`src/rtl/cpld_arb_pkg.sv`:
```
// Shared types and helpers for the CPLD round-robin arbiter.
package cpld_arb_pkg;

  localparam int ARB_N_MAX  = 8;
  localparam int ARB_IW_MAX = $clog2(ARB_N_MAX);

  typedef enum logic [1:0] {
    IDLE  = 2'd0,
    GRANT = 2'd1,
    GAP   = 2'd2
  } arb_state_e;

  function automatic logic [ARB_N_MAX-1:0] idx2oh(input logic [ARB_IW_MAX-1:0] idx);
    logic [ARB_N_MAX-1:0] oh;
    oh      = '0;
    oh[idx] = 1'b1;
    return oh;
  endfunction

endpackage

```
`src/rtl/cpld_rr_pick.sv`:
```
// Rotating priority encoder: first set request at or above ptr_i, wrapping.
module cpld_rr_pick
  import cpld_arb_pkg::*;
#(
  parameter int N  = 4,
  parameter int IW = $clog2(N)
) (
  input  logic [N-1:0]  req_i,
  input  logic [IW-1:0] ptr_i,
  output logic          found_o,
  output logic [IW-1:0] idx_o,
  output logic [N-1:0]  onehot_o
);

  always_comb begin : pick
    logic [ARB_N_MAX-1:0] oh_full;
    logic [IW-1:0]        cand;
    found_o = 1'b0;
    idx_o   = '0;
    cand    = '0;
    for (int i = 0; i < N; i++) begin
      cand = IW'((int'(ptr_i) + i) % N);
      if (!found_o && req_i[cand]) begin
        found_o = 1'b1;
        idx_o   = cand;
      end
    end
    oh_full  = idx2oh(ARB_IW_MAX'(idx_o));
    onehot_o = found_o ? oh_full[N-1:0] : '0;
  end

endmodule

```
`src/rtl/cpld_rr_arbiter.sv`:
```
// Round-robin owner arbiter for a shared CPLD macro with hold timeout
// and a one-cycle break-before-make gap between owners.
//
//   state | meaning
//   IDLE  | no owner; arbitrate each edge when EN=1
//   GRANT | owner holds GNT until it drops REQ or hold limit is reached
//   GAP   | one grant-low cycle after release/timeout, then arbitrate
module cpld_rr_arbiter
  import cpld_arb_pkg::*;
#(
  parameter int N        = 4,
  parameter int MAX_HOLD = 16,
  parameter int CW       = 5
) (
  input  logic                 CLK,
  input  logic                 CDN,
  input  logic                 EN,
  input  logic [N-1:0]         REQ,
  output logic [N-1:0]         GNT,
  output logic                 GNTV,
  output logic [$clog2(N)-1:0] GIDX,
  output logic                 TOUT
);

  localparam int            IW       = $clog2(N);
  localparam logic [CW-1:0] HOLD_LIM = CW'(MAX_HOLD);

  arb_state_e    state_q, state_d;
  logic [IW-1:0] ptr_q, ptr_d;
  logic [CW-1:0] cnt_q, cnt_d;
  logic [N-1:0]  gnt_q, gnt_d;
  logic [IW-1:0] gidx_q, gidx_d;
  logic          tout_q, tout_d;

  logic          pick_found;
  logic [IW-1:0] pick_idx;
  logic [N-1:0]  pick_oh;

  cpld_rr_pick #(.N(N), .IW(IW)) u_pick (
    .req_i    (REQ),
    .ptr_i    (ptr_q),
    .found_o  (pick_found),
    .idx_o    (pick_idx),
    .onehot_o (pick_oh)
  );

  always_comb begin
    state_d = state_q;
    ptr_d   = ptr_q;
    cnt_d   = cnt_q;
    gnt_d   = gnt_q;
    gidx_d  = gidx_q;
    tout_d  = 1'b0;
    case (state_q)
      GRANT: begin
        // Release wins over timeout, so TOUT only fires if REQ is still up.
        if (!REQ[gidx_q] || (MAX_HOLD != 0 && cnt_q == HOLD_LIM)) begin
          tout_d  = REQ[gidx_q];
          state_d = GAP;
          gnt_d   = '0;
          gidx_d  = '0;
          cnt_d   = '0;
          ptr_d   = (gidx_q == IW'(N - 1)) ? '0 : gidx_q + IW'(1);
        end else if (cnt_q != HOLD_LIM && cnt_q != '1) begin
          cnt_d = cnt_q + CW'(1);
        end
      end
      default: begin
        if (EN && pick_found) begin
          state_d = GRANT;
          gnt_d   = pick_oh;
          gidx_d  = pick_idx;
          cnt_d   = CW'(1);
        end else begin
          state_d = IDLE;
          gnt_d   = '0;
          gidx_d  = '0;
        end
      end
    endcase
  end

  always_ff @(posedge CLK or negedge CDN) begin
    if (!CDN) begin
      state_q <= IDLE;
      ptr_q   <= '0;
      cnt_q   <= '0;
      gnt_q   <= '0;
      gidx_q  <= '0;
      tout_q  <= 1'b0;
    end else begin
      state_q <= state_d;
      ptr_q   <= ptr_d;
      cnt_q   <= cnt_d;
      gnt_q   <= gnt_d;
      gidx_q  <= gidx_d;
      tout_q  <= tout_d;
    end
  end

  assign GNT  = gnt_q;
  assign GNTV = |gnt_q;
  assign GIDX = gidx_q;
  assign TOUT = tout_q;

endmodule

```
`config.mk`:
```
export PLATFORM = sky130hd
export DESIGN_NAME = cpld_rr_arbiter
export DESIGN_NICKNAME = d
export VERILOG_FILES = /design/src/rtl/cpld_arb_pkg.sv /design/src/rtl/cpld_rr_pick.sv /design/src/rtl/cpld_rr_arbiter.sv
export SDC_FILE = /design/constraint.sdc
export NUM_CORES = 1
export LEC_CHECK = 0
export ABC_AREA = 1
export CELL_PAD_IN_SITES_DETAIL_PLACEMENT = 1
export CELL_PAD_IN_SITES_GLOBAL_PLACEMENT = 1
export CORE_AREA = 4 4 64 66
export DETAILED_ROUTE_END_ITERATION = 8
export DIE_AREA = 0 0 68 70
export GPL_ROUTABILITY_DRIVEN = 0
export PLACE_DENSITY_LB_ADDON = 0.1
export SETUP_SLACK_MARGIN = 0.3
export SKIP_LAST_GASP = 1
export SLEW_MARGIN = 30
export SYNTH_ARGS = -nofsm -noshare
export SYNTH_HDL_FRONTEND = slang
export SYNTH_HIERARCHICAL = 1
export SYNTH_SLANG_ARGS = --single-unit
```
`constraint.sdc`:
```
create_clock -name CLK -period 1.72 [get_ports CLK]
set_clock_uncertainty 0.15 [all_clocks]
set_input_delay 0.344 -clock CLK [delete_from_list [all_inputs] [get_ports CLK]]
set_output_delay 0.344 -clock CLK [all_outputs]
set_load 0.01 [all_outputs]
```
==> impl_metrics.env, run 1 <==
export IMPL_synthesis_area_um2=1212
export IMPL_ys_types=26
export IMPL_crit_chain="buf_6 > nand2_2 > nand2_2 > o21ai_2 > nand3b_1 > nand2_1 > inv_1 > nand2_2 > inv_1 > nand2_1 > o21ai_2"
export IMPL_power_density_nw_per_um2=1748
export IMPL_die_height_um=70
export IMPL_fin_ws_ps=-110.5
export IMPL_synth_fp_nets=174
export IMPL_r2r_end="GIDX[0]"
export IMPL_violations="setup timing"
export IMPL_fin_area_um2=1713
export IMPL_antenna_found_initial=0
export IMPL_cp_data_arrival_time_ps=1920
export IMPL_drive_gt1_share_pct=50.72
export IMPL_switching_share_pct=49.56
export IMPL_yosysWarnings=6
export IMPL_slew_headroom_pct=85.49
export IMPL_htreeDepth=1
export IMPL_synth_top_area_share_pct=33.02
export IMPL_intPower_mw=1.511
export IMPL_drc_errors=0
export IMPL_cellLeakagePower_nw=0.9299
export IMPL_cp_end_kind="flop"
export IMPL_wire_per_inst_um=13.43
export IMPL_cts_tree="yes"
export IMPL_hold_class="input port to asynchronous set/reset pin"
export IMPL_syn_inst=163
export IMPL_grt_pass1_vias=1338
export IMPL_r2r_start="ptr_q[0]"
export IMPL_grt_pass1_wl_mm=6.003
export IMPL_cp_common_cell="nand2_2"
export IMPL_yosys_top_cells_count="nand2_1 (50), inv_1 (20), dfrtp_1 (16)"
export IMPL_min_period_ps=1830
export IMPL_drt_total_wl_mm=3.425
export IMPL_die_area_um2=4760
export IMPL_rsz0062_at_grt="yes"
export IMPL_async_flop_share_pct=100.0
export IMPL_comb_power_share_pct=71.5
export IMPL_cpPeakStageDelay_ps=470
export IMPL_cap_violations=0
export IMPL_switchingPower_mw=1.484
export IMPL_ctsLongestPathBuffers=2
export IMPL_num_antenna_cells=0
export IMPL_ys_top_cells_by_area="dfrtp_1 (33%), nand2_1 (15%), inv_1 (6.2%)"
export IMPL_crit_family="simple AND/OR/NAND/NOR gates"
export IMPL_io_pins=15
export IMPL_initial_core_util_pct=33.88
export IMPL_tightest_slew_ps=217.7
export IMPL_finalNetCount=219
export IMPL_seq_area_frac_synth_pct=33.02
export IMPL_grt_max_degree=17
export IMPL_io_buffers=14
export IMPL_grt_ovfl_total=0
export IMPL_worst_setup_path_start_kind="flop"
export IMPL_avgViaCountPerCell=4.702
export IMPL_post_place_ws_ps=-493.0
export IMPL_critPathSlowestCell="dfrtp_2"
export IMPL_grt_total_usage_pct=16.31
export IMPL_postCtsHoldBufs=0
export IMPL_ant_nets=0
export IMPL_clockRootBuffer="clkbuf_4"
export IMPL_ys_ff_latch=16
export IMPL_critPathKind="flop to flop"
export IMPL_critPathMaxFanout=6
export IMPL_regToRegSetupSlack_ps=-110
export IMPL_cts_buffers=3
export IMPL_syn_avg_cell_area_um2=7.438
export IMPL_vias=1199
export IMPL_die_w_um=68
export IMPL_ys_flop_type="dfrtp_1"
export IMPL_fill_cells=457
export IMPL_cts_sinks=16
export IMPL_synth_largest_area_cell="dfrtp_1"
export IMPL_crit_buf_inv=3
export IMPL_ir_worst_vdd_uv=715.8
export IMPL_path_clk_slew_ps=110
export IMPL_hpwl_mm=2.610
export IMPL_r2r_cells=11
export IMPL_clk_latency_ps=310
export IMPL_seq_power_share_pct=19.5
export IMPL_pwr_share_clk_pct=9.0
export IMPL_first_pass_iters=4
export IMPL_synth_edf_count=0
export IMPL_total_power_mw=2.995
export IMPL_synthToLayoutAreaGrowth_pct=41.28
export IMPL_fmax_mhz=546.3
export IMPL_setup_viol=11
export IMPL_synthMostInstantiatedCell="nand2_1"
export IMPL_row_count=22
export IMPL_core_area_um2=3578
export IMPL_placed_area_um2=1516
export IMPL_hold_viol=0
export IMPL_status="finished, violations left"
export IMPL_cp_required_ps=1810
export IMPL_fin_setup_tns_ps=-952.0
export IMPL_slew_violations=0
export IMPL_first_iter_violations=21
export IMPL_finalCritPeriodShare_pct=106.4
==> metal layers <==
| layer | global-route usage [%] | share of wire (%) | vias up |
|---|---|---|---|
| met3 | 4.180 | 3.4 | 5 |
| met4 | 3.974 | 1.1 | 0 |
| met2 | 26.98 | 48 | 15 |
| met1 | 20.73 | 47 | 577 |
| met5 | 0 | 0 | - |
| li1 | - | - | 602 |
==> state kept, by name, summed over array words and instances, names as in the netlist <==
signal,flops
GIDX,2
GNT,4
TOUT,1
cnt_q,5
ptr_q,2
state_q,2
==> power by group through the flow <==
| stage | Combinational [mW] | Clock [mW] | Sequential [mW] |
|---|---|---|---|
| 2_1_floorplan | 1.18 | 0 | 0.590 |
| 3_5_place_dp | 1.80 | 0 | 0.578 |
| 4_1_cts | 1.99 | 0.274 | 0.576 |
| 6_report | 2.14 | 0.269 | 0.583 |
| 5_1_grt | 2.38 | 0.300 | 0.597 |
| 3_3_place_gp | 1.75 | 0 | 0.572 |
==> final cells by class <==
cell class	instances	area (um^2)	area share, %
Multi-Input combinational cell	118	792.0	46.24
Inverter	29	118.9	6.939
Sequential cell	16	404.1	23.59
Tap cell	48	60.06	3.506
Timing Repair Buffer	40	301.5	17.60
Clock buffer	4	36.28	2.118
==> timing repair <==
action                                  in CTS  in global routing
pin swaps                                    9                 10
setup buffers                                6                  6
gates resized for setup                     54                 16
cloned                                       1                  0
endpoints found under the setup margin      22                 17
==> worst max path at each step <==
| stage | from | end | cells after the start |
|---|---|---|---|
| floorplan | ptr_q[0] | cnt_q[0] | 15 |
| global placement | REQ[1] | cnt_q[0] | 14 |
| detailed placement | REQ[1] | cnt_q[0] | 14 |
| CTS | ptr_q[0] | cnt_q[0] | 13 |
| global route | ptr_q[0] | cnt_q[0] | 15 |
| finish | ptr_q[0] | GIDX[0] | 11 |
==> cells by family after synthesis <==
kind of cell	after synthesis	synth area share, %
AO/OA/AOI/OAI	14	8.050
XOR/XNOR	2	1.445
adder cells (fa/ha/maj)	4	4.128
buffers and inverters	30	10.11
flip-flops	16	33.02
AND/OR/NAND/NOR	97	43.24
==> cell usage in the layout (no fill, tap or decap), types with 4 or more instances in the layout <==
| cell type | instances |
|---|---|
| nand2_1 | 37 |
| buf_4 | 23 |
| nand2_2 | 20 |
| inv_1 | 15 |
| dfrtp_1 | 13 |
| inv_2 | 11 |
| nand2_4 | 9 |
| nand3_1 | 8 |
| o21ai_2 | 7 |
| buf_2 | 7 |
| nand4_1 | 6 |
| nor2_1 | 4 |
| nand3_2 | 4 |
| dlygate4sd2_1 | 4 |
==> through the flow <==
stage / std cells / util, % / hold slack, ps
after CTS: 249 / 45.52 / 226.1
after global routing: 255 / 47.87 / 209.3
final: 255 / 47.87 / 206.3
after detailed placement: 238 / 42.38 / 397.4
after global placement: 238 / 42.38 / 380.7
after floorplan: 163 / - / -101.6
Power figures use the tool's default switching activity.
==> run 2: changes to the inputs <==
--- a/config.mk
+++ b/config.mk
@@ -8,9 +8,9 @@
 export ABC_AREA = 1
 export CELL_PAD_IN_SITES_DETAIL_PLACEMENT = 1
 export CELL_PAD_IN_SITES_GLOBAL_PLACEMENT = 1
-export CORE_AREA = 4 4 64 66
+export CORE_AREA = 4 4 61 63
 export DETAILED_ROUTE_END_ITERATION = 8
-export DIE_AREA = 0 0 68 70
+export DIE_AREA = 0 0 65 67
 export GPL_ROUTABILITY_DRIVEN = 0
 export PLACE_DENSITY_LB_ADDON = 0.1
 export SETUP_SLACK_MARGIN = 0.3
==> constraint.sdc (replaced) <==
create_clock -name CLK -period 1.8 [get_ports CLK]
set_clock_uncertainty 0.15 [all_clocks]
set_input_delay 0.36 -clock CLK [delete_from_list [all_inputs] [get_ports CLK]]
set_output_delay 0.36 -clock CLK [all_outputs]
set_load 0.01 [all_outputs]
==> impl_metrics.env, run 2 (synthesis results as in run 1) <==
export IMPL_die_w_um=65
export IMPL_antenna_found_initial=0
export IMPL_slew_headroom_pct=83.91
export IMPL_min_period_ps=1937
export IMPL_setup_viol=11
export IMPL_final_common_cell="nand2_1"
export IMPL_ir_worst_vdd_uv=773.1
export IMPL_postLayoutCoreUtil_pct=57.65
export IMPL_postCtsHoldBufs=0
export IMPL_total_power_mw=3.128
export IMPL_cap_violations=0
export IMPL_path_clk_slew_ps=90
export IMPL_hold_class="input port to asynchronous set/reset pin"
export IMPL_critPathKind="flop to flop"
export IMPL_die_area_um2=4355
export IMPL_fmax_mhz=516.3
export IMPL_initial_core_util_pct=37.51
export IMPL_largest_reg_flops=5
export IMPL_grt_total_usage_pct=18.27
export IMPL_grt_pass1_vias=1384
export IMPL_drt_total_wl_mm=3.881
export IMPL_io_buffers=14
export IMPL_clk_latency_ps=290
export IMPL_dp_cells=240
export IMPL_crit_family="simple AND/OR/NAND/NOR gates"
export IMPL_cts_sinks=16
export IMPL_ctsLongestPathBuffers=2
export IMPL_fin_ws_ps=-136.9
export IMPL_fin_area_um2=1863
export IMPL_die_height_um=67
export IMPL_vias=1271
export IMPL_synthToLayoutAreaGrowth_pct=53.66
export IMPL_wire_per_inst_um=14.76
export IMPL_worst_setup_path_start_kind="flop"
export IMPL_cellLeakagePower_nw=0.9916
export IMPL_tightest_slew_ps=241.0
export IMPL_row_count=21
export IMPL_critPathMaxFanout=6
export IMPL_core_area_um2=3232
export IMPL_first_iter_violations=36
export IMPL_clockRootBuffer="clkbuf_4"
export IMPL_drc_errors=0
export IMPL_final_cell_mix="nand2_1 (38), buf_4 (32), nand2_2 (17)"
export IMPL_grt_pass1_wl_mm=6.147
export IMPL_first_pass_iters=4
export IMPL_cp_end_kind="flop"
export IMPL_avgViaCountPerCell=4.833
export IMPL_cpPeakStageDelay_ps=460
export IMPL_status="finished, violations left"
export IMPL_fin_setup_tns_ps=-938.1
export IMPL_power_density_nw_per_um2=1679
export IMPL_num_antenna_cells=0
export IMPL_cts_tree="yes"
export IMPL_drive_gt1_share_pct=53.46
export IMPL_rsz0062_at_grt="yes"
export IMPL_finalCritPeriodShare_pct=107.6
export IMPL_crit_buf_inv=4
export IMPL_placed_area_um2=1544
export IMPL_regMostFlops="cnt_q"
export IMPL_ant_nets=0
export IMPL_hold_ws_ps=232.2
export IMPL_io_pins=15
export IMPL_slew_violations=0
export IMPL_stdcell_count=263
export IMPL_violations="setup timing"
export IMPL_cts_buffers=3
export IMPL_grt_max_degree=17
export IMPL_critPathSlowestCell="dfrtp_2"
export IMPL_finalNetCount=230
export IMPL_hold_viol=0
export IMPL_crit_chain="buf_6 > nand2_4 > nand2_4 > nand2_2 > nand2_2 > nor2_4 > nand3b_1 > nand2_2 > inv_2 > nand2_4 > o21ai_4 > inv_2 > buf_4 > nand3_2 > nand2_1"
export IMPL_fill_cells=408
export IMPL_cp_required_ps=1880
export IMPL_hpwl_mm=2.644
export IMPL_post_place_ws_ps=-444.5
export IMPL_htreeDepth=1
export IMPL_grt_ovfl_total=0
export IMPL_cp_data_arrival_time_ps=2020
run 2: cell types whose count changed in the layout (fill, tap and decap cells not counted), moves of 3 or more:
cell / delta
inv_1: -3
nand3_1: -3
buf_2: -6
nand2_2: -3
clkdlybuf4s15_1: +5
buf_4: +9
run 2: metal layers:
metal / GRT usage, % / wire [um] / vias up
met2: 33.46 / 2191 / 20
li1: - / - / 624
met3: 4.553 / 103 / 6
met5: 0 / 0 / -
met4: 5.013 / 59 / 0
met1: 20.92 / 1526 / 621
run 2: area by class of cell:
class                      instances  area (um^2)  area share, %
clock buffer                       3        22.52          1.209
inverter                          29        118.9          6.380
multi-input combinational        118        839.6          45.06
sequential                        16        404.1          21.69
tap                               46        57.56          3.089
timing repair buffer              51        420.4          22.57
run 2: repair_timing:
item / 4_1_cts / 5_1_grt
gates cloned: 1 / 0
setup endpoints to repair: 22 / 21
gates resized for setup: 39 / 31
pin swaps: 10 / 19
buffers inserted: 9 / 10
run 2: where the power goes:
group	internal, mW	total (mW)	switching [mW]
combinational	1.03	2.38	1.35
sequential	0.466	0.561	0.0946
clock	0.0779	0.187	0.110
run 2: final timing paths:
| path | start | end | slack [ps] | cells after the start |
|---|---|---|---|---|
| worst min register to register | GNT[3] | GNT[3] | 400 | 2 |
| worst max register to register | ptr_q[0] | cnt_q[1] | -140 | 15 |
| worst max-delay path | ptr_q[0] | cnt_q[1] | -140 | 15 |
| worst min-delay path | CDN | GNT[1] | 230 | 2 |
| max in group asynchronous | CDN | ptr_q[0] | 1060 | 2 |
| min in group CLK | GNT[3] | GNT[3] | 400 | 2 |
==> run 3: changes to the inputs <==
--- a/config.mk
+++ b/config.mk
@@ -12,11 +12,14 @@
 export DETAILED_ROUTE_END_ITERATION = 8
 export DIE_AREA = 0 0 65 67
 export GPL_ROUTABILITY_DRIVEN = 0
+export HOLD_SLACK_MARGIN = 0.08
 export PLACE_DENSITY_LB_ADDON = 0.1
 export SETUP_SLACK_MARGIN = 0.3
+export SKIP_CTS_REPAIR_TIMING = 1
 export SKIP_LAST_GASP = 1
 export SLEW_MARGIN = 30
 export SYNTH_ARGS = -nofsm -noshare
 export SYNTH_HDL_FRONTEND = slang
 export SYNTH_HIERARCHICAL = 1
 export SYNTH_SLANG_ARGS = --single-unit
+export TNS_END_PERCENT = 10
==> impl_metrics.env, run 3 (synthesis results as in run 1) <==
export IMPL_status="finished, violations left"
export IMPL_violations="setup timing"
export IMPL_wire_per_inst_um=12.93
export IMPL_cts_tree="yes"
export IMPL_initial_core_util_pct=37.51
export IMPL_dp_cells=239
export IMPL_io_pins=15
export IMPL_drt_total_wl_mm=3.206
export IMPL_cpPeakStageDelay_ps=510
export IMPL_finalNetCount=214
export IMPL_fin_area_um2=1662
export IMPL_first_pass_iters=4
export IMPL_stdcell_count=248
export IMPL_clk_latency_ps=300
export IMPL_grt_total_usage_pct=16.27
export IMPL_fin_setup_tns_ps=-671.6
export IMPL_cts_sinks=16
export IMPL_power_density_nw_per_um2=1636
export IMPL_placed_area_um2=1531
export IMPL_worst_setup_path_start_kind="input port"
export IMPL_synthToLayoutAreaGrowth_pct=37.05
export IMPL_setup_viol=13
export IMPL_tightest_slew_ps=214.3
export IMPL_grt_ovfl_total=0
export IMPL_crit_chain="clkdlybuf4s50_1 > inv_1 > nand2_2 > nand3_2 > nand2_4 > nor2_4 > nand3b_1 > nand2_1 > inv_1 > nand2_2 > o21ai_4 > inv_2 > nand3_1 > nand2_1"
export IMPL_drc_errors=0
export IMPL_ant_nets=0
export IMPL_grt_pass1_wl_mm=5.430
export IMPL_first_iter_violations=40
export IMPL_die_w_um=65
export IMPL_drive_gt1_share_pct=37.62
export IMPL_cellLeakagePower_nw=0.9052
export IMPL_postLayoutCoreUtil_pct=51.41
export IMPL_final_common_cell="nand2_1"
export IMPL_rsz0062_at_grt="yes"
export IMPL_critPathKind="input port to flop"
export IMPL_cts_buffers=3
export IMPL_io_buffers=14
export IMPL_vias=1169
export IMPL_die_height_um=67
export IMPL_ir_worst_vdd_uv=684.4
export IMPL_r2r_start="ptr_q[0]"
export IMPL_die_area_um2=4355
export IMPL_hold_class="input port to asynchronous set/reset pin"
export IMPL_regMostFlops="cnt_q"
export IMPL_cap_violations=0
export IMPL_critPathMaxFanout=5
export IMPL_hold_ws_ps=228.5
export IMPL_hpwl_mm=2.587
export IMPL_cp_required_ps=1830
export IMPL_startpoint="REQ[1]"
export IMPL_cp_end_kind="flop"
export IMPL_critPathSlowestCell="clkdlybuf4s50_1"
export IMPL_fin_ws_ps=-87.05
export IMPL_largest_reg_flops=5
export IMPL_antenna_found_initial=0
export IMPL_slew_headroom_pct=85.56
export IMPL_slew_violations=0
export IMPL_cp_data_arrival_time_ps=1920
export IMPL_final_cell_mix="nand2_1 (46), inv_1 (20), buf_4 (20)"
export IMPL_ctsLongestPathBuffers=2
export IMPL_hold_viol=0
export IMPL_htreeDepth=1
export IMPL_grt_pass1_vias=1227
export IMPL_core_area_um2=3232
export IMPL_fill_cells=436
export IMPL_clockRootBuffer="clkbuf_4"
export IMPL_fmax_mhz=529.9
export IMPL_min_period_ps=1887
export IMPL_path_clk_slew_ps=100
export IMPL_grt_max_degree=17
export IMPL_num_antenna_cells=0
export IMPL_finalCritPeriodShare_pct=104.8
export IMPL_row_count=21
export IMPL_avgViaCountPerCell=4.714
-- run 3: cell types whose count changed in the layout (fill, tap and decap cells not counted), sizes merged --
cell and change:
dlygate4sd2 -5, clkdlybuf4s50 +9, buf -16, clkdlybuf4s15 -5, dlymetal6s2s +3, nand2 -1
-- run 3: path summary, 6_finish.rpt --
check | end | slack, ps | depth (start not counted)
worst min-delay path | GNT[3] | 230 | 2
min in group CLK | GNT[3] | 410 | 2
worst max register to register | cnt_q[3] | -80 | 13
max in group asynchronous | ptr_q[0] | 1050 | 2
worst max-delay path | cnt_q[3] | -90 | 14
worst min register to register | GNT[3] | 410 | 2
-- run 3: final cells by class --
class	count	area [um^2]	area share, %
tap	46	57.56	3.464
timing repair buffer	36	320.3	19.28
clock buffer	4	36.28	2.184
inverter	29	113.9	6.852
multi-input combinational	117	732.0	44.05
sequential	16	401.6	24.17
-- run 3: critical path, delay by kind of cell --
family | cells | cell delay [ps]
buffers and inverters | 4 | 740
AND/OR/NAND/NOR | 9 | 730
AO/OA/AOI/OAI | 1 | 80
-- run 3: power breakdown --
| group | switching (mW) | internal (mW) |
|---|---|---|
| combinational | 1.08 | 0.824 |
| clock | 0.121 | 0.123 |
| sequential | 0.110 | 0.463 |
-- run 3: stage by stage --
stage	power [mW]	setup WS, ps
detailed placement	2.304	-415.7
finish	2.718	-87.05
global placement	2.237	-340.6
floorplan	1.685	117.3
CTS	2.558	-176.9
global route	2.957	-217.2
-- run 3: layer usage --
layer | wire length (um) | GRT usage (%) | vias up
li1 | - | - | 590
met1 | 1438 | 19.69 | 562
met2 | 1662 | 28.74 | 12
met3 | 72 | 3.373 | 5
met4 | 33 | 5.013 | 0
met5 | 0 | 0 | -
